File: src/rtl/watch_time_set_ctrl.sv
// Time-setting controller for the HH.MM.SS watch: button debounce, hour/min/sec edit FSM,
// auto-repeat stepping, edit timeout and blink timing for the display scan stage.
module watch_time_set_ctrl #(
  parameter int DEBOUNCE_CYC = 20,
  parameter int HOLD_CYC     = 500,
  parameter int REPEAT_CYC   = 100,
  parameter int BLINK_HALF   = 500,
  parameter int TIMEOUT_CYC  = 30000
) (
  input  logic       CLK,
  input  logic       RESETN,
  input  logic       BTN_MODE,
  input  logic       BTN_UP,
  input  logic       BTN_DOWN,
  input  logic [6:0] CUR_HOUR,
  input  logic [6:0] CUR_MIN,
  input  logic [6:0] CUR_SEC,
  output logic [6:0] SET_HOUR,
  output logic [6:0] SET_MIN,
  output logic [6:0] SET_SEC,
  output logic       LOAD,
  output logic       RUN_EN,
  output logic [1:0] EDIT_FIELD,
  output logic       BLINK
);

  localparam int DB_W = $clog2(DEBOUNCE_CYC + 1);
  localparam int RP_W = $clog2(HOLD_CYC + 1);
  localparam int BL_W = $clog2(BLINK_HALF + 1);
  localparam int TO_W = $clog2(TIMEOUT_CYC + 1);

  localparam logic [6:0] HOUR_MAX = 7'd23;
  localparam logic [6:0] MS_MAX   = 7'd59;

  typedef enum logic [1:0] {
    S_RUN    = 2'd0,
    S_EDIT_H = 2'd1,
    S_EDIT_M = 2'd2,
    S_EDIT_S = 2'd3
  } state_t;

  function automatic logic [6:0] clamp_val(input logic [6:0] v, input logic [6:0] maxv);
    return (v > maxv) ? 7'd0 : v;
  endfunction

  function automatic logic [6:0] step_val(input logic [6:0] v, input logic [6:0] maxv,
                                          input logic up, input logic dn);
    if (up)
      return (v >= maxv) ? 7'd0 : v + 7'd1;
    if (dn)
      return (v == 7'd0 || v > maxv) ? maxv : v - 7'd1;
    return v;
  endfunction

  // Button index: 0 mode, 1 up, 2 down
  logic [2:0]      btn_raw;
  logic [2:0]      sync1_q, sync2_q;
  logic [2:0]      deb_q, deb_d;
  logic [2:0]      rise_q, rise_d;
  logic [DB_W-1:0] db_cnt_q [3];
  logic [DB_W-1:0] db_cnt_d [3];

  assign btn_raw = {BTN_DOWN, BTN_UP, BTN_MODE};

  always_comb begin
    for (int i = 0; i < 3; i++) begin
      deb_d[i]    = deb_q[i];
      rise_d[i]   = 1'b0;
      db_cnt_d[i] = '0;
      if (sync2_q[i] != deb_q[i]) begin
        if (db_cnt_q[i] == DB_W'(DEBOUNCE_CYC - 1)) begin
          deb_d[i]  = sync2_q[i];
          rise_d[i] = sync2_q[i];
        end else begin
          db_cnt_d[i] = db_cnt_q[i] + DB_W'(1);
        end
      end
    end
  end

  always_ff @(posedge CLK) begin
    if (!RESETN) begin
      sync1_q <= '0;
      sync2_q <= '0;
      deb_q   <= '0;
      rise_q  <= '0;
      for (int i = 0; i < 3; i++) db_cnt_q[i] <= '0;
    end else begin
      sync1_q <= btn_raw;
      sync2_q <= sync1_q;
      deb_q   <= deb_d;
      rise_q  <= rise_d;
      for (int i = 0; i < 3; i++) db_cnt_q[i] <= db_cnt_d[i];
    end
  end

  logic mode_ev, up_ev, dn_ev;
  logic held_alone, rpt_fire, step_up, step_dn, any_ev;
  logic [RP_W-1:0] rpt_q, rpt_d;

  assign mode_ev    = rise_q[0];
  assign up_ev      = rise_q[1];
  assign dn_ev      = rise_q[2];
  assign held_alone = deb_q[1] ^ deb_q[2];

  // Repeat counter is armed only by a fresh press of a lone button, so a button left
  // held after its partner is released never starts repeating.
  always_comb begin
    rpt_fire = 1'b0;
    rpt_d    = '0;
    if (held_alone) begin
      if (up_ev || dn_ev) begin
        rpt_d = RP_W'(1);
      end else if (rpt_q == RP_W'(HOLD_CYC)) begin
        rpt_fire = 1'b1;
        rpt_d    = RP_W'(HOLD_CYC - REPEAT_CYC + 1);
      end else if (rpt_q != '0) begin
        rpt_d = rpt_q + RP_W'(1);
      end
    end
  end

  always_ff @(posedge CLK) begin
    if (!RESETN) rpt_q <= '0;
    else         rpt_q <= rpt_d;
  end

  assign step_up = (up_ev & ~deb_q[2]) | (rpt_fire & deb_q[1]);
  assign step_dn = (dn_ev & ~deb_q[1]) | (rpt_fire & deb_q[2]);
  assign any_ev  = mode_ev | up_ev | dn_ev | rpt_fire;

  state_t          state_q;
  logic [6:0]      hour_q, min_q, sec_q;
  logic [6:0]      set_hour_q, set_min_q, set_sec_q;
  logic            load_q, run_en_q, blink_q;
  logic [1:0]      field_q;
  logic [BL_W-1:0] blink_cnt_q;
  logic [TO_W-1:0] idle_q;

  always_ff @(posedge CLK) begin
    if (!RESETN) begin
      state_q     <= S_RUN;
      hour_q      <= '0;
      min_q       <= '0;
      sec_q       <= '0;
      set_hour_q  <= '0;
      set_min_q   <= '0;
      set_sec_q   <= '0;
      load_q      <= 1'b0;
      run_en_q    <= 1'b1;
      field_q     <= 2'd0;
      blink_q     <= 1'b1;
      blink_cnt_q <= '0;
      idle_q      <= '0;
    end else begin
      load_q <= 1'b0;
      if (state_q == S_RUN) begin
        blink_q     <= 1'b1;
        blink_cnt_q <= '0;
        idle_q      <= '0;
        if (mode_ev) begin
          state_q  <= S_EDIT_H;
          field_q  <= 2'd1;
          run_en_q <= 1'b0;
          hour_q   <= clamp_val(CUR_HOUR, HOUR_MAX);
          min_q    <= clamp_val(CUR_MIN, MS_MAX);
          sec_q    <= clamp_val(CUR_SEC, MS_MAX);
        end
      end else if (mode_ev) begin
        idle_q      <= '0;
        blink_q     <= 1'b1;
        blink_cnt_q <= '0;
        case (state_q)
          S_EDIT_H: begin
            state_q <= S_EDIT_M;
            field_q <= 2'd2;
          end
          S_EDIT_M: begin
            state_q <= S_EDIT_S;
            field_q <= 2'd3;
          end
          default: begin
            state_q    <= S_RUN;
            field_q    <= 2'd0;
            run_en_q   <= 1'b1;
            load_q     <= 1'b1;
            set_hour_q <= hour_q;
            set_min_q  <= min_q;
            set_sec_q  <= sec_q;
          end
        endcase
      end else if (!any_ev && idle_q == TO_W'(TIMEOUT_CYC - 1)) begin
        // Abandon the edit; the edit registers are recaptured on the next entry.
        state_q     <= S_RUN;
        field_q     <= 2'd0;
        run_en_q    <= 1'b1;
        blink_q     <= 1'b1;
        blink_cnt_q <= '0;
        idle_q      <= '0;
      end else begin
        idle_q <= any_ev ? '0 : idle_q + TO_W'(1);
        if (step_up || step_dn) begin
          blink_q     <= 1'b1;
          blink_cnt_q <= '0;
          case (state_q)
            S_EDIT_H: hour_q <= step_val(hour_q, HOUR_MAX, step_up, step_dn);
            S_EDIT_M: min_q  <= step_val(min_q, MS_MAX, step_up, step_dn);
            default:  sec_q  <= step_val(sec_q, MS_MAX, step_up, step_dn);
          endcase
        end else if (blink_cnt_q == BL_W'(BLINK_HALF - 1)) begin
          blink_cnt_q <= '0;
          blink_q     <= ~blink_q;
        end else begin
          blink_cnt_q <= blink_cnt_q + BL_W'(1);
        end
      end
    end
  end

  assign SET_HOUR   = set_hour_q;
  assign SET_MIN    = set_min_q;
  assign SET_SEC    = set_sec_q;
  assign LOAD       = load_q;
  assign RUN_EN     = run_en_q;
  assign EDIT_FIELD = field_q;
  assign BLINK      = blink_q;

endmodule

File: config.mk
export PLATFORM = sky130hd
export DESIGN_NAME = watch_time_set_ctrl
export DESIGN_NICKNAME = d
export VERILOG_FILES = /design/src/rtl/watch_time_set_ctrl.sv
export SDC_FILE = /design/constraint.sdc
export NUM_CORES = 1
export LEC_CHECK = 0
export ABC_CLOCK_PERIOD_IN_PS = 2600
export CORE_ASPECT_RATIO = 1.25
export CORE_MARGIN = 2
export CORE_UTILIZATION = 40
export CTS_CLUSTER_DIAMETER = 60
export DETAILED_ROUTE_END_ITERATION = 8
export PLACE_DENSITY = 0.59
export SYNTH_ARGS = -nofsm -noshare
export SYNTH_HDL_FRONTEND = slang
export SYNTH_SLANG_ARGS = --single-unit
File: constraint.sdc
create_clock -name CLK -period 2.6 [get_ports CLK]
set_clock_uncertainty 0.1 [all_clocks]
set_input_delay 0.52 -clock CLK [delete_from_list [all_inputs] [get_ports CLK]]
set_output_delay 0.52 -clock CLK [all_outputs]
set_load 0.01 [all_outputs]
* Yosys cells after proc, flatten, opt, wreduce, memory -nomap -nowiden *
Memory sizes are Yosys's and may differ from the RTL's.
Cells that the tools add are included.
W data, S select, Z words.

operators by class
  $add $sub $neg = 12
  multipliers = 0
  divide/modulo/power cells = 0
  magnitude comparators = 9
  eq/ne operators = 16
  shifts and indexed selects = 0
  multiplexer cells = 108
  bitwise gates (word level) = 22
  reductions and logical operators = 39

operator list
  kind                     number
  $mux W7                  39
  $mux W1                  53
  $mux W5                  9
  $gt A7 B6 Y1 const B     4
  $add A7 B1 Y7 const B    3
  $logic_not A7 Y1         3
  $sub A7 B1 Y7 const B    3
  $add A9 B1 Y9 const B    2
  $eq A9 B9 Y1 const B     2
  $mux W9                  2
  $reduce_and A6 Y1        3
  $add A15 B1 Y15 const B  1
  $add A5 B1 Y5 const B    3
  $eq A15 B15 Y1 const B   1
  $eq A5 B5 Y1 const B     3
  $reduce_and A3 Y1        5
  $reduce_or A5 Y1         3
  $ge A7 B6 Y1 const B     2
  $gt A7 B5 Y1 const B     2
  $reduce_and A2 Y1        5
  $not A1 Y1               9
  $reduce_bool A3 Y1       3
  $reduce_bool A9 Y1       1
  $mux W2                  4
  other kinds (19)         41

word-level totals
  register bits after elaboration = 92
  latch bits = 0
  memory bits (writable) = 15
  memory bits (read-only) = 0
  input bits = 26
  output and inout bits = 26
  word-level logic and storage cells = 230
  memories = 1

memories
  memory    depth  bits a word  read ports  clocked after Yosys merged registers in  wr ports  RTL line  source
  db_cnt_q  3      5            3           0                                        3         60        logic [DB_W-1:0] db_cnt_q [3];

* Longest topological paths before layout *
Gate-level depths: netlist (run 1).

  word-level depth = 27
  mapped depth = 9
  gate-level depth less buffers = 8

* Worst setup path before layout (run 1) *
Ideal clock, no wire load.

  path kind = register -> register
  start point = register EDIT_FIELD[1] (netlist name)
  end point = register hour_q[1]
  setup time = 58 ps
  data arrival time = 1997 ps
  required time = 2442 ps
  setup slack = 445 ps
  stages on the path, launching flop included = 8
  path buffers = 0
  period minus slack after synthesis = 2155 ps
  path through = dfxtp_1 inv_1 ha_1 clkinv_1 a2111oi_0 nand2_1 mux2i_1 o21a_1

RTL lines
  item                  RTL line  source
  to (signal assigned)  165       hour_q <= clamp_val(CUR_HOUR, HOUR_MAX);
  to (signal assigned)  206       S_EDIT_H: hour_q <= step_val(hour_q, HOUR_MAX, step_up, step_dn);
  to (decl)             133       logic [6:0] hour_q, min_q, sec_q;

* Worst setup path in the final report (run 1) *
  start point = register rpt_q[0]
  end point = register blink_cnt_q[6]

between the ends
  longest elaborated chain between the ends = 8
  elaborated cells on any way between the ends = 13
  classes of those cells = eq/ne (1); mux (3); bitwise (5); reduce/logical (4)

ends and longest elaborated chain
  item                                                              RTL line  source
  from (decl)                                                       99        logic [RP_W-1:0] rpt_q, rpt_d;
  from (signal assigned)                                            125       else rpt_q <= rpt_d;
  $eq A9 B9 Y1 *                                                    114       end else if (rpt_q == RP_W'(HOLD_CYC)) begin
  $mux W1 *                                                         114
  $mux W1 *                                                         112       if (up_ev || dn_ev) begin
  $mux W1 *                                                         111       if (held_alone) begin
  $and A1 B1 Y1 (tied with other cells)                             128       assign step_up = (up_ev & ~deb_q[2]) | (rpt_fire & deb_q[1]);
  $or A1 B1 Y1 (tied with other cells)                              128
  $logic_or A1 B1 Y1 / $logic_and A1 B1 Y1 (equally long branches)  202, 192
  $reduce_or A6 Y1 (no source line) *                               --
  to (signal assigned)                                              214       blink_cnt_q <= blink_cnt_q + BL_W'(1);
  to (decl)                                                         137       logic [BL_W-1:0] blink_cnt_q;

Mark *: on every way between the ends. The rest lies on a longest branch, timed or not.
A chain may end at the register's enable or synchronous reset.

==> results.md, run 1 <==
- The number of storage elements in the synthesis netlist is 107.
- The cell with the most instances after synthesis is dfxtp_1.
- The largest net degree at the start of global routing is 49.
- For this design the static power due to leakage is 0.00221 uW.
- The worst-case hold slack is 0.333 ns.
- The actual slew at the worst max-slew pin is 0.813 ns.
- The synthesized netlist cell count is 644.
- Dividing the synthesized area by the synthesized cell count gives 8.25 um2.
- For this run, the top clock speed supported by timing is 0.422 GHz.
- Routability-driven placement finished with a final weighted congestion of 0.867.
- The height of the chip is 133 um.
- Of the synthesized area, sequential elements account for 0.403.
- Data arrives at the worst endpoint at 2.54 ns.
- The count of yosys warnings during synthesis is 0.
- Yosys mapped a number of flops with a built-in enable equal to 0.
- The most used flip-flop cell after synthesis is dfxtp_1.
- Summing internal, switching and leakage power gives 3080 uW.
- The via count of the first global-routing pass is 4,285.
- For the finished layout, the period the worst path requires is 2.37 ns.
- The kind of path behind the tightest hold check is register to register.
- The core region is 13,100 um2.
- The number of antenna violations at the first check in global routing is 0.
- The largest fanout on the critical path is 9.
- The normalized max-slew margin is 0.457.
- The number of diodes is 0.
- STA classifies the critical path startpoint as a register.
- The estimated wirelength of the detail-placed design is 8.45 mm.
- The power per standard cell area is 491 nW/um2.
- The net count after synthesis is 687.
- The first global-routing pass estimated 19.9 mm of wire.
- Summed over all failing endpoints, the final setup total negative slack is 0 ns.
- The total clock sinks is 107.
- The worst path meets setup with 0.228 ns of slack.
- During placement, the flow inserted port buffers numbering 51.
- After synthesis, the cell types taking the most area are dfxtp_1 (40%), nand2_1 (5.9%), nor2_1 (5.0%), xor2_1 (4.6%), xnor2_1 (4.3%).
- Max-cap violations in this run came to 0.
- The worst setup path is of the register to register kind.
- The share of synthesized area in the top cell type comes to 0.403.
- The required time at the worst-slack endpoint is 2.77 ns.
- The worst-case IR drop observed on VDD is 0.280 mV.
- The setup violation total in the final timing report is 0.
- The clock insertion delay at the later pin of the skew report is 0.34 ns.
- The cell sitting at the root of the clock tree is a clkbuf_16.
- The initial core utilization is 0.405.
- The count of routing violations after the opening detailed-route iteration is 240.
- 52 I/O pins were placed.
- For this run, asynchronously set or reset flops after synthesis account for 0.
- The count of final max-slew check failures was 0.
- The total clock buffers created by CTS is 9.
- The cell area after synthesis is 5320 um2.
- The total overflow left after global routing is 0.
- The floorplan die area is 14,200 um2.
- After the flow finishes, the layout carries non-filler instances totaling 860.
- The clock-pin slew on the worst setup and hold paths is 0.07 ns.
- The flip-flop and latch area is 2140 um2.
- The die is 107 um wide.
- In the final layout, the multi-input gates occupy 2940 um2.
- The placement-stage worst setup slack is 0.173 ns.
- The fraction of final layout cells sized beyond drive strength 1 is 0.0595.
- Counting distinct cell types in the post-synthesis netlist gives 64.
- The area growth from synthesis to layout is 18.2%.
- The per-cell via count in the routed design is 5.23.
- The critical path capture point type is a register.
- The CTS tree is built.
- The maximum buffer depth of the clock tree is 2.
- The first-pass iteration count of the detailed router is 4.
- The flow ran to the end, and the final reports show no timing, DRC or antenna violations.
- The floorplan row count is 47.
- For this run, the post-layout net count is 728.
- For this run, design rule violations remaining after detail routing come to 0.
- The detailed-route via count is 4,501.
- Across every metal layer, demand over resource in global routing totals 0.171.
- After detailed routing, the average wire length per cell comes to 13.6 um.
- The number of failing hold endpoints at the final stage was 0.
- The filler cell count is 1,262.
- Ranked by instance count, the synthesized netlist is headed by dfxtp_1 (107), nand2_1 (83), nor2_1 (71).
- The instance count after placement with tap cells included is 845.
- The cell taking the most area after synthesis is dfxtp_1.
- The maximum level of the CTS H-tree is 3.
- Setup repair after global routing left no endpoint under its margin.
- The final wirelength is 11.7 mm.
- The detail route stage leaves a number of antenna-violating nets equal to 0.
- Of the available clock period, the critical path in the final layout requires 0.912.
==> cells by family after synthesis <==
group                      synth area share
AOI/OAI and AO/OA                     0.157
xor gates and xnor gates             0.0890
adders and majority gates            0.0400
buffers and inverters                0.0447
DFF                                   0.403
muxes                               0.00753
and+or+nand+nor                       0.259
==> report_power, final <==
part	internal [uW]	total (uW)	switching [uW]
Clock	768	1350	579
Sequential	1640	1650	3.01
Combinational	52.7	89.1	36.4
Total	2460	3080	618
==> routing by layer <==
metal / GRT usage / vias up / wire length (um)
li1: - / 2295 / -
met1: 0.210 / 2105 / 5330
met5: 0 / - / 0
met3: 0.0296 / 14 / 418
met2: 0.292 / 87 / 5810
met4: 0.0722 / 0 / 173
==> sequential cells by signal (all words and copies together) (netlist names) <==
signal       cells
BLINK            1
sync2_q          3
SET_SEC          7
rpt_q            9
sync1_q          3
db_cnt_q        15
SET_HOUR         7
rise_q           3
SET_MIN          7
blink_cnt_q      9
EDIT_FIELD       2
idle_q          15
min_q            7
hour_q           7
LOAD             1
deb_q            3
RUN_EN           1
sec_q            7
==> critical path, cell delays in order, from the launching register on <==
cell,delay [ns]
dfxtp_1,0.33
inv_1,0.06
ha_1,0.15
nand4b_1,0.17
o31a_1,0.36
and3_1,0.20
nor3b_1,0.39
buf_4,0.19
nand2b_1,0.18
nor2_1,0.17
==> layout make-up <==
cell class | count | share of cell area
clock inverters | 4 | 0.00817
flip-flops and latches | 107 | 0.341
inverters | 23 | 0.0137
repair buffers | 64 | 0.0960
multi-input cells | 480 | 0.468
well taps | 171 | 0.0341
clock buffers | 11 | 0.0386
==> timing repair <==
| item | 4_1_cts | 5_1_grt |
|---|---|---|
| endpoints found under the setup margin | 0 | 1 |
| gates resized for setup | 0 | 1 |
| hold buffers | 0 | 0 |
| buffers inserted | 0 | 0 |
==> layout by cell type, fill, tap and decap left out, types with 6 or more instances in the layout <==
master / netlist / routed
a21boi_0: 22 / 22
a21oi_1: 26 / 26
a31oi_1: 12 / 12
and2_1: 11 / 11
and3_1: 14 / 14
buf_4: 0 / 13
clkbuf_16: 0 / 9
clkdlybuf4s50_1: 0 / 50
dfxtp_1: 107 / 107
ha_1: 17 / 17
inv_1: 22 / 22
nand2_1: 83 / 83
nand2b_1: 6 / 6
nand3_1: 30 / 30
nor2_1: 71 / 71
nor2b_1: 10 / 10
nor3_1: 10 / 10
nor3b_1: 6 / 6
nor4_1: 9 / 9
o21ai_0: 24 / 24
xnor2_1: 26 / 26
xor2_1: 28 / 28
==> final timing paths <==
kind | start | endpoint | slack (ns) | cells after the start
setup reg to reg | rpt_q[0]$_SDFF_PN0_ | blink_cnt_q[6]$_SDFF_PP0_ | 0.23 | 9
hold / removal | sync1_q[2]$_SDFF_PN0_ | sync2_q[2]$_SDFF_PN0_ | 0.33 | 1
hold reg to reg | sync1_q[2]$_SDFF_PN0_ | sync2_q[2]$_SDFF_PN0_ | 0.33 | 1
setup / recovery | rpt_q[0]$_SDFF_PN0_ | blink_cnt_q[6]$_SDFF_PP0_ | 0.23 | 9
==> stage by stage <==
step	area (um2)	util
2_1_floorplan	5320	-
3_3_place_gp	5980	0.456
3_5_place_dp	5980	0.456
4_1_cts	6270	0.478
5_1_grt	6280	0.479
6_report	6280	0.479
Note: power is estimated with default switching activity, not from simulation.
==> run 2, diff against run 1 <==
- GPL_TIMING_DRIVEN: default -> 0
==> run 2 against run 1 <==
Net effect:
- critical path depth unchanged
- sequential cell count unchanged
- die area unchanged
- final cell count increased by 2.4%
- via count increased by 2.1%
- hold slack improved by 0.0018 ns
- count of clock-buffer cells in the layout decreased by 2
- register-to-register slack got worse by 0.04 ns
- core utilization increased by 0.49 points
- setup slack got worse by 0.044 ns
- first-iteration DRC count increased by 13%
- combinational power increased by 4.9%
- critical path type unchanged
- largest cell class unchanged
- largest power group unchanged
==> results.md, run 2 (synthesis results as in run 1) <==
- Result of the run: finished clean (unchanged).
- The actual slew at the worst max-slew pin is 0.784 ns (was 0.813 ns).
- The number of max-cap violations is 0 (unchanged).
- The setup violation total in the final timing report came to 0 (unchanged).
- The count of routing violations after the opening detailed-route iteration was 271 (was 240).
- The boundary pin count is 52 (unchanged).
- The global-route track usage on met3 is 0.0345 (was 0.0296).
- The CTS tree is built (unchanged).
- Ordered list of cells on the worst path: clkbuf_1 > inv_1 > ha_1 > nor3b_1 > a21oi_1 > and2_1 > nand2_1 > a221oi_1 > a21oi_1 (was inv_1 > ha_1 > nand4b_1 > o31a_1 > and3_1 > nor3b_1 > buf_4 > nand2b_1 > nor2_1).
- The required time at the worst-slack endpoint was 2.72 ns (was 2.77 ns).
- The worst min-delay path startpoint is sync1_q[1]$_SDFF_PN0_ (was sync1_q[2]$_SDFF_PN0_).
- The per-cell via count in the routed design is 5.22 (was 5.23).
- The instance count after placement with tap cells included was 867 (was 845).
- The post-layout minimum cycle time is 2.42 ns (was 2.37 ns).
- The type of origin of the critical path is a register (unchanged).
- The clock-pin slew on the worst setup and hold paths is 0.07 ns (about the same).
- The largest fanout on the critical path is 10 (was 9).
- The floorplan die area is 14,200 um2 (unchanged).
- The peak supply drop was 0.335 mV (was 0.280 mV).
- The post-CTS setup repair buffer count came to 0 (unchanged).
- The number of nets with antenna violations after detailed routing is 0 (unchanged).
- The aggregate global-route resource usage is 0.185 (was 0.171).
- The number of antenna violations at the first check in global routing is 0 (unchanged).
- The overall power after layout is 3060 uW (was 3080 uW).
- The width of the die is 107 um (unchanged).
- RSZ-0062 raised after global routing: false (unchanged).
- The kind of path behind the tightest hold check is register to register (unchanged).
- The number of diodes was 0 (unchanged).
- The highest attainable clock frequency was 0.414 GHz (was 0.422 GHz).
- The final design utilization is 0.484 (was 0.479).
- The number of non-filler instances in the completed layout came to 881 (was 860).
- The normalized max-slew margin is 0.473 (was 0.457).
- The total clock buffers created by CTS is 9 (unchanged).
- The final clock period utilization by the worst path is 0.929 (was 0.912).
- The number of gates resized after CTS is 0 (unchanged).
- The global-route wire length before repair came to 21.3 mm (was 19.9 mm).
- The via count of the first global-routing pass is 4,508 (was 4,285).
- The total global routing overflow is 0 (unchanged).
- The number of failing hold endpoints at the final stage is 0 (unchanged).
- The net total in the final layout is 750 (was 728).
- The origin of the critical flop-to-flop path is sec_q[0]$_SDFFE_PN0P_ (was rpt_q[0]$_SDFF_PN0_).
- The filler cell count is 1,260 (was 1,262).
- The critical path class is register to register (unchanged).
- The final wirelength is 12.7 mm (was 11.7 mm).
- Top flop regs: db_cnt_q: 15 flops, idle_q: 15 flops (unchanged).
- The busiest metal layer after global routing is met2 (unchanged).
- The number of buffer and inverter stages on the critical path is 2 (unchanged).
- The estimated wirelength of the detail-placed design is 9.43 mm (was 8.45 mm).
- The fraction of final layout cells sized beyond drive strength 1 is 0.0535 (was 0.0595).
- The area of the core came to 13,100 um2 (unchanged).
- The detailed-route via count is 4,597 (was 4,501).
- The first-pass iteration count of the detailed router is 4 (unchanged).
- The maximum level of the CTS H-tree is 3 (unchanged).
- The total clock sinks came to 107 (unchanged).
- The initial core utilization is 0.405 (unchanged).
- The largest net degree at the start of global routing is 17 (was 49).
- The arrival time of data at the critical path endpoint was 2.54 ns (about the same).
- The layout overhead on the synthesized area is 19.4% (was 18.2%).
- The count of cells along the worst hold path was 1 (unchanged).
- The number of input and output port buffers inserted is 51 (unchanged).
- The origin of the worst setup path was sec_q[0]$_SDFFE_PN0P_ (was rpt_q[0]$_SDFF_PN0_).
- The power per standard cell area is 482 nW/um2 (was 491 nW/um2).
- The floorplan row count is 47 (unchanged).
- The most common cell after layout, fill and taps aside is dfxtp_1 (unchanged).
- The height of the chip came to 133 um (unchanged).
- The standard cell with the maximum stage delay on the critical path was clkbuf_1 (was nor3b_1).
- The category of cells accounting for the largest share of critical-path delay is compound AO/OA/AOI/OAI gates (was simple AND/OR/NAND/NOR gates).
- The leakage power figure is 0.00222 uW (was 0.00221 uW).
- The number of cell instances on the worst register-to-register path is 9 (unchanged).
- The cell with the most instances on the worst path is a21oi_1.
- The critical path depth is 9 (unchanged).
- The post-detailed-route wirelength per cell is 14.4 um (was 13.6 um).
- The count of hold-fix buffers inserted at cts is 0 (unchanged).
- The met1 capacity usage during global routing is 0.219 (was 0.210).
- The maximum buffer depth of the clock tree is 2 (unchanged).
- The clock insertion delay at the later pin of the skew report was 0.34 ns (about the same).
- The count of final max-slew check failures came to 0 (unchanged).
- The global routing usage on met2 came to 0.323 (was 0.292).
- The final RePlAce weighted congestion is 0.889 (was 0.867).
- The number of DRC violations after detailed routing is 0 (unchanged).
- The critical path capture point type is a register (unchanged).
- The buffer type at the clock tree root is clkbuf_16 (unchanged).
- The delay of the slowest cell on the worst path came to 0.38 ns (was 0.39 ns).
- Highest-count cells in the layout ignoring fill and taps: dfxtp_1 (107), nand2_1 (83), nor2_1 (71) (unchanged).
## run 2: cell count changes in the layout (fill, tap and decap cells not counted), moves of 2 or more
cell / before / now
buf_2: 1 / 4
buf_6: 0 / 2
buf_4: 13 / 0
clkbuf_1: 1 / 27
## run 2: worst register-to-register path, stage by stage, from the launching register on
cell      delay, ns
dfxtp_1        0.33
clkbuf_1       0.38
inv_1          0.09
ha_1           0.24
nor3b_1        0.17
a21oi_1        0.26
and2_1         0.25
nand2_1        0.07
a221oi_1       0.29
a21oi_1        0.11
## run 2: worst paths after layout
| path | endpoint | slack [ns] |
|---|---|---|
| setup / recovery | sec_q[3]$_SDFFE_PN0P_ | 0.18 |
| hold / removal | sync2_q[1]$_SDFF_PN0_ | 0.33 |
| setup reg to reg | sec_q[3]$_SDFFE_PN0P_ | 0.18 |
| hold reg to reg | sync2_q[1]$_SDFF_PN0_ | 0.33 |
## run 2: layer usage
layer	part of all wire	up-vias
met2	0.50	111
met5	0	-
met4	0.029	0
met3	0.049	23
li1	-	2343
met1	0.42	2120
## run 2: layout make-up
| class | instances | area, um2 | share of cell area |
|---|---|---|---|
| Multi-Input combinational cell | 480 | 2950 | 0.465 |
| Clock buffer | 9 | 225 | 0.0355 |
| Tap cell | 171 | 214 | 0.0337 |
| Inverter | 23 | 86.3 | 0.0136 |
| Clock inverter | 5 | 56.3 | 0.00887 |
| Buffer | 34 | 151 | 0.0239 |
| Timing Repair Buffer | 52 | 520 | 0.0820 |
| Sequential cell | 107 | 2140 | 0.338 |
## run 2: where the power goes
| group | switching, uW | internal, uW |
|---|---|---|
| clock network | 585 | 734 |
| registers | 3.20 | 1640 |
| logic | 41.2 | 52.4 |
| total | 630 | 2430 |
## run 2: through the flow
step / TNS (ns) / worst slack (ns) / hold slack, ns / cell area, um2
floorplan: 0 / 0.445 / 0.312 / 5320
global placement: -2.16 / -0.334 / 0.322 / 6040
detailed placement: -1.22 / -0.146 / 0.318 / 6050
CTS: 0 / 0.0135 / 0.334 / 6330
global route: 0 / 0.0126 / 0.348 / 6350
finish: 0 / 0.183 / 0.335 / 6350
==> run 3, diff against run 2 <==
- ABC_CLOCK_PERIOD_IN_PS: 2600 -> 2050
- CAP_MARGIN: default -> 20
- PLACE_DENSITY: 0.59 -> 0.62
- clock period: 2.6 -> 2.05 ns (I/O delays scaled with it)
==> run 3 against run 2 <==
Net effect:
- the run now ends with negative setup slack left
- fmax is 14% higher
- sequential power is 27% higher
- sequential cell count stayed put
- final cell count is 2.3% higher
- total power is 26% higher
- count of clock-buffer cells in the layout stayed put
- setup slack worse by 0.26 ns
- hold slack better by 0.0027 ns
- critical path depth is 1 lower
- core utilization is 3.7 points higher
- register-to-register slack worse by 0.26 ns
- critical path type unchanged
- largest cell class unchanged
==> results.md, run 3 (synthesis results as in run 1) <==
- The kind of path behind the tightest hold check is register to register (unchanged).
- The number of input and output port buffers inserted came to 51 (unchanged).
- The peak supply drop was 0.356 mV (was 0.335 mV).
- The power per standard cell area is 563 nW/um2 (was 482 nW/um2).
- The floorplan die area is 14,200 um2 (unchanged).
- The layout overhead on the synthesized area is 28.4% (was 19.4%).
- The number of buffer and inverter stages on the critical path is 1 (was 2).
- The total global routing overflow is 0 (unchanged).
- The detailed-route via count was 4,805 (was 4,597).
- The boundary pin count is 52 (unchanged).
- The share of power burned in registers came to 0.543 (was 0.538).
- The number of antenna violations at the first check in global routing was 0 (unchanged).
- Ordered list of cells on the worst path: inv_2 > ha_4 > nand4b_1 > or4_4 > and2_4 > nor2_4 > a21oi_2 > a32o_1 (was clkbuf_1 > inv_1 > ha_1 > nor3b_1 > a21oi_1 > and2_1 > nand2_1 > a221oi_1 > a21oi_1).
- The type of origin of the critical path is a register (unchanged).
- The number of DRC violations after detailed routing was 0 (unchanged).
- The net load switching power is 862 uW (was 630 uW).
- The floorplan row count came to 47 (unchanged).
- RSZ-0062 raised after global routing: true (was false).
- The maximum level of the CTS H-tree came to 3 (unchanged).
- The number of max-cap violations came to 0 (unchanged).
- The net total in the final layout is 768 (was 750).
- The maximum buffer depth of the clock tree is 2 (unchanged).
- The final wirelength is 13.5 mm (was 12.7 mm).
- The via count of the first global-routing pass is 4,540 (was 4,508).
- The number of nets with antenna violations after detailed routing is 0 (unchanged).
- The most common cell after layout, fill and taps aside is dfxtp_1 (unchanged).
- The final design utilization was 0.521 (was 0.484).
- The setup violation total in the final timing report is 10 (was 0).
- The height of the chip is 133 um (unchanged).
- The filler cell count was 1,244 (was 1,260).
- Highest-count cells in the layout ignoring fill and taps: dfxtp_1 (100), nand2_1 (83), nor2_1 (66) (was dfxtp_1 (107), nand2_1 (83), nor2_1 (71)).
- The final clock period utilization by the worst path is 1.04 (was 0.929).
- The standard cell with the maximum stage delay on the critical path is or4_4 (was clkbuf_1).
- Top flop regs: db_cnt_q: 15 flops, idle_q: 15 flops (unchanged).
- The width of the die is 107 um (unchanged).
- The highest attainable clock frequency is 0.470 GHz (was 0.414 GHz).
- The area of the core was 13,100 um2 (unchanged).
- The proportion of power drawn by the clock network is 0.424 (was 0.431).
- The buffer type at the clock tree root was clkbuf_16 (unchanged).
- The critical path capture point type is a register (unchanged).
- The initial core utilization was 0.405 (unchanged).
- The number of failing hold endpoints at the final stage is 0 (unchanged).
- The estimated wirelength of the detail-placed design is 9.42 mm (was 9.43 mm).
- The actual slew at the worst max-slew pin was 0.611 ns (was 0.784 ns).
- The delay of the slowest cell on the worst path came to 0.56 ns (was 0.38 ns).
- The critical path class is register to register (unchanged).
- The first-pass iteration count of the detailed router is 5 (was 4).
- The count of final max-slew check failures is 0 (unchanged).
- The largest net degree at the start of global routing is 19 (was 17).
- The switching share of power was 0.224 (was 0.206).
- The internal portion of total power is 2980 uW (was 2430 uW).
- The clock-pin slew on the worst setup and hold paths is 0.07 ns (about the same).
- The clock insertion delay at the later pin of the skew report was 0.35 ns (was 0.34 ns).
- The global-route wire length before repair is 21.8 mm (was 21.3 mm).
- The number of diodes is 0 (unchanged).
- Result of the run: finished, violations left (was finished clean).
- The leakage power figure is 0.00241 uW (was 0.00222 uW).
- The largest fanout on the critical path is 7 (was 10).
- The post-detailed-route wirelength per cell is 15.0 um (was 14.4 um).
- The CTS tree is built (unchanged).
- The post-layout minimum cycle time is 2.13 ns (was 2.42 ns).
- The count of routing violations after the opening detailed-route iteration was 203 (was 271).
- The per-cell via count in the routed design is 5.33 (was 5.22).
- The overall power after layout is 3840 uW (was 3060 uW).
- The checks that failed: negative setup slack.
- The final RePlAce weighted congestion was 0.907 (was 0.889).
- The normalized max-slew margin is 0.593 (was 0.473).
- The arrival time of data at the critical path endpoint is 2.27 ns (was 2.54 ns).
- The total clock buffers created by CTS came to 9 (unchanged).
- The required time at the worst-slack endpoint is 2.19 ns (was 2.72 ns).
- The total clock sinks is 107 (unchanged).
- The setup TNS was -0.419 ns (was 0 ns).
- The share of power burned in combinational logic is 0.033 (was 0.031).
- The aggregate global-route resource usage is 0.189 (was 0.185).
- The category of cells accounting for the largest share of critical-path delay is simple AND/OR/NAND/NOR gates (was compound AO/OA/AOI/OAI gates).
- The fraction of final layout cells sized beyond drive strength 1 is 0.151 (was 0.0535).
- The final worst setup slack is -0.0787 ns (was 0.183 ns).
-- run 3: cell types whose count changed in the layout (fill, tap and decap cells not counted), sizes merged --
| cell | previous run | this run |
|---|---|---|
| buf | 6 | 29 |
| inv | 22 | 24 |
| nand2b | 6 | 7 |
| clkbuf | 37 | 31 |
| nand2 | 84 | 85 |
| clkdlybuf4s18 | 1 | 0 |
| clkinv | 4 | 3 |
| clkinvlp | 1 | 3 |
| bufinv | 1 | 0 |
-- run 3: stage by stage --
step	instance area [um2]	hold WS, ns	worst slack, ns	std cells
after floorplan	5320	0.312	0.0382	644
after global placement	6040	0.315	-0.534	866
final	6830	0.337	-0.0787	901
after global routing	6830	0.363	-0.174	901
after CTS	6600	0.344	-0.131	889
after detailed placement	6040	0.327	-0.610	866
-- run 3: what timing repair did --
item,4_1_cts,5_1_grt
setup endpoints to repair,47,40
pin swaps,24,19
cloned,1,3
resized for setup,50,45
hold buffers,0,0
buffers inserted,10,11
-- run 3: final cells by class --
cell class / instances / area (um2) / share of cell area
clock buffers: 9 / 225 / 0.0330
multi-input cells: 482 / 3240 / 0.475
plain buffers: 29 / 154 / 0.0225
flip-flops and latches: 107 / 2150 / 0.315
inverters: 23 / 87.6 / 0.0128
well taps: 171 / 214 / 0.0313
repair buffers: 73 / 702 / 0.103
clock inverters: 7 / 50.0 / 0.00733
-- run 3: metal layers --
layer / track usage / share of wire / vias up
met5: 0 / 0 / -
met4: 0.0693 / 0.021 / 0
met3: 0.0345 / 0.036 / 25
met2: 0.345 / 0.53 / 105
met1: 0.218 / 0.42 / 2295
li1: - / - / 2380
-- run 3: final timing paths --
| check | from | end | slack, ns | depth (start not counted) |
|---|---|---|---|---|
| max | rpt_q[0]$_SDFF_PN0_ | min_q[1]$_SDFFE_PN0P_ | -0.08 | 8 |
| min | sync1_q[0]$_SDFF_PN0_ | sync2_q[0]$_SDFF_PN0_ | 0.34 | 1 |
| max reg2reg | rpt_q[0]$_SDFF_PN0_ | min_q[1]$_SDFFE_PN0P_ | -0.08 | 8 |
| min reg2reg | sync1_q[0]$_SDFF_PN0_ | sync2_q[0]$_SDFF_PN0_ | 0.34 | 1 |
-- run 3: power by group through the flow --
stage,combinational (uW),sequential [uW],clock (uW)
6_report,127,2090,1630
5_1_grt,135,2090,1760
4_1_cts,125,2090,1660
3_5_place_dp,117,2140,0
3_3_place_gp,116,2140,0
2_1_floorplan,42.8,2140,0
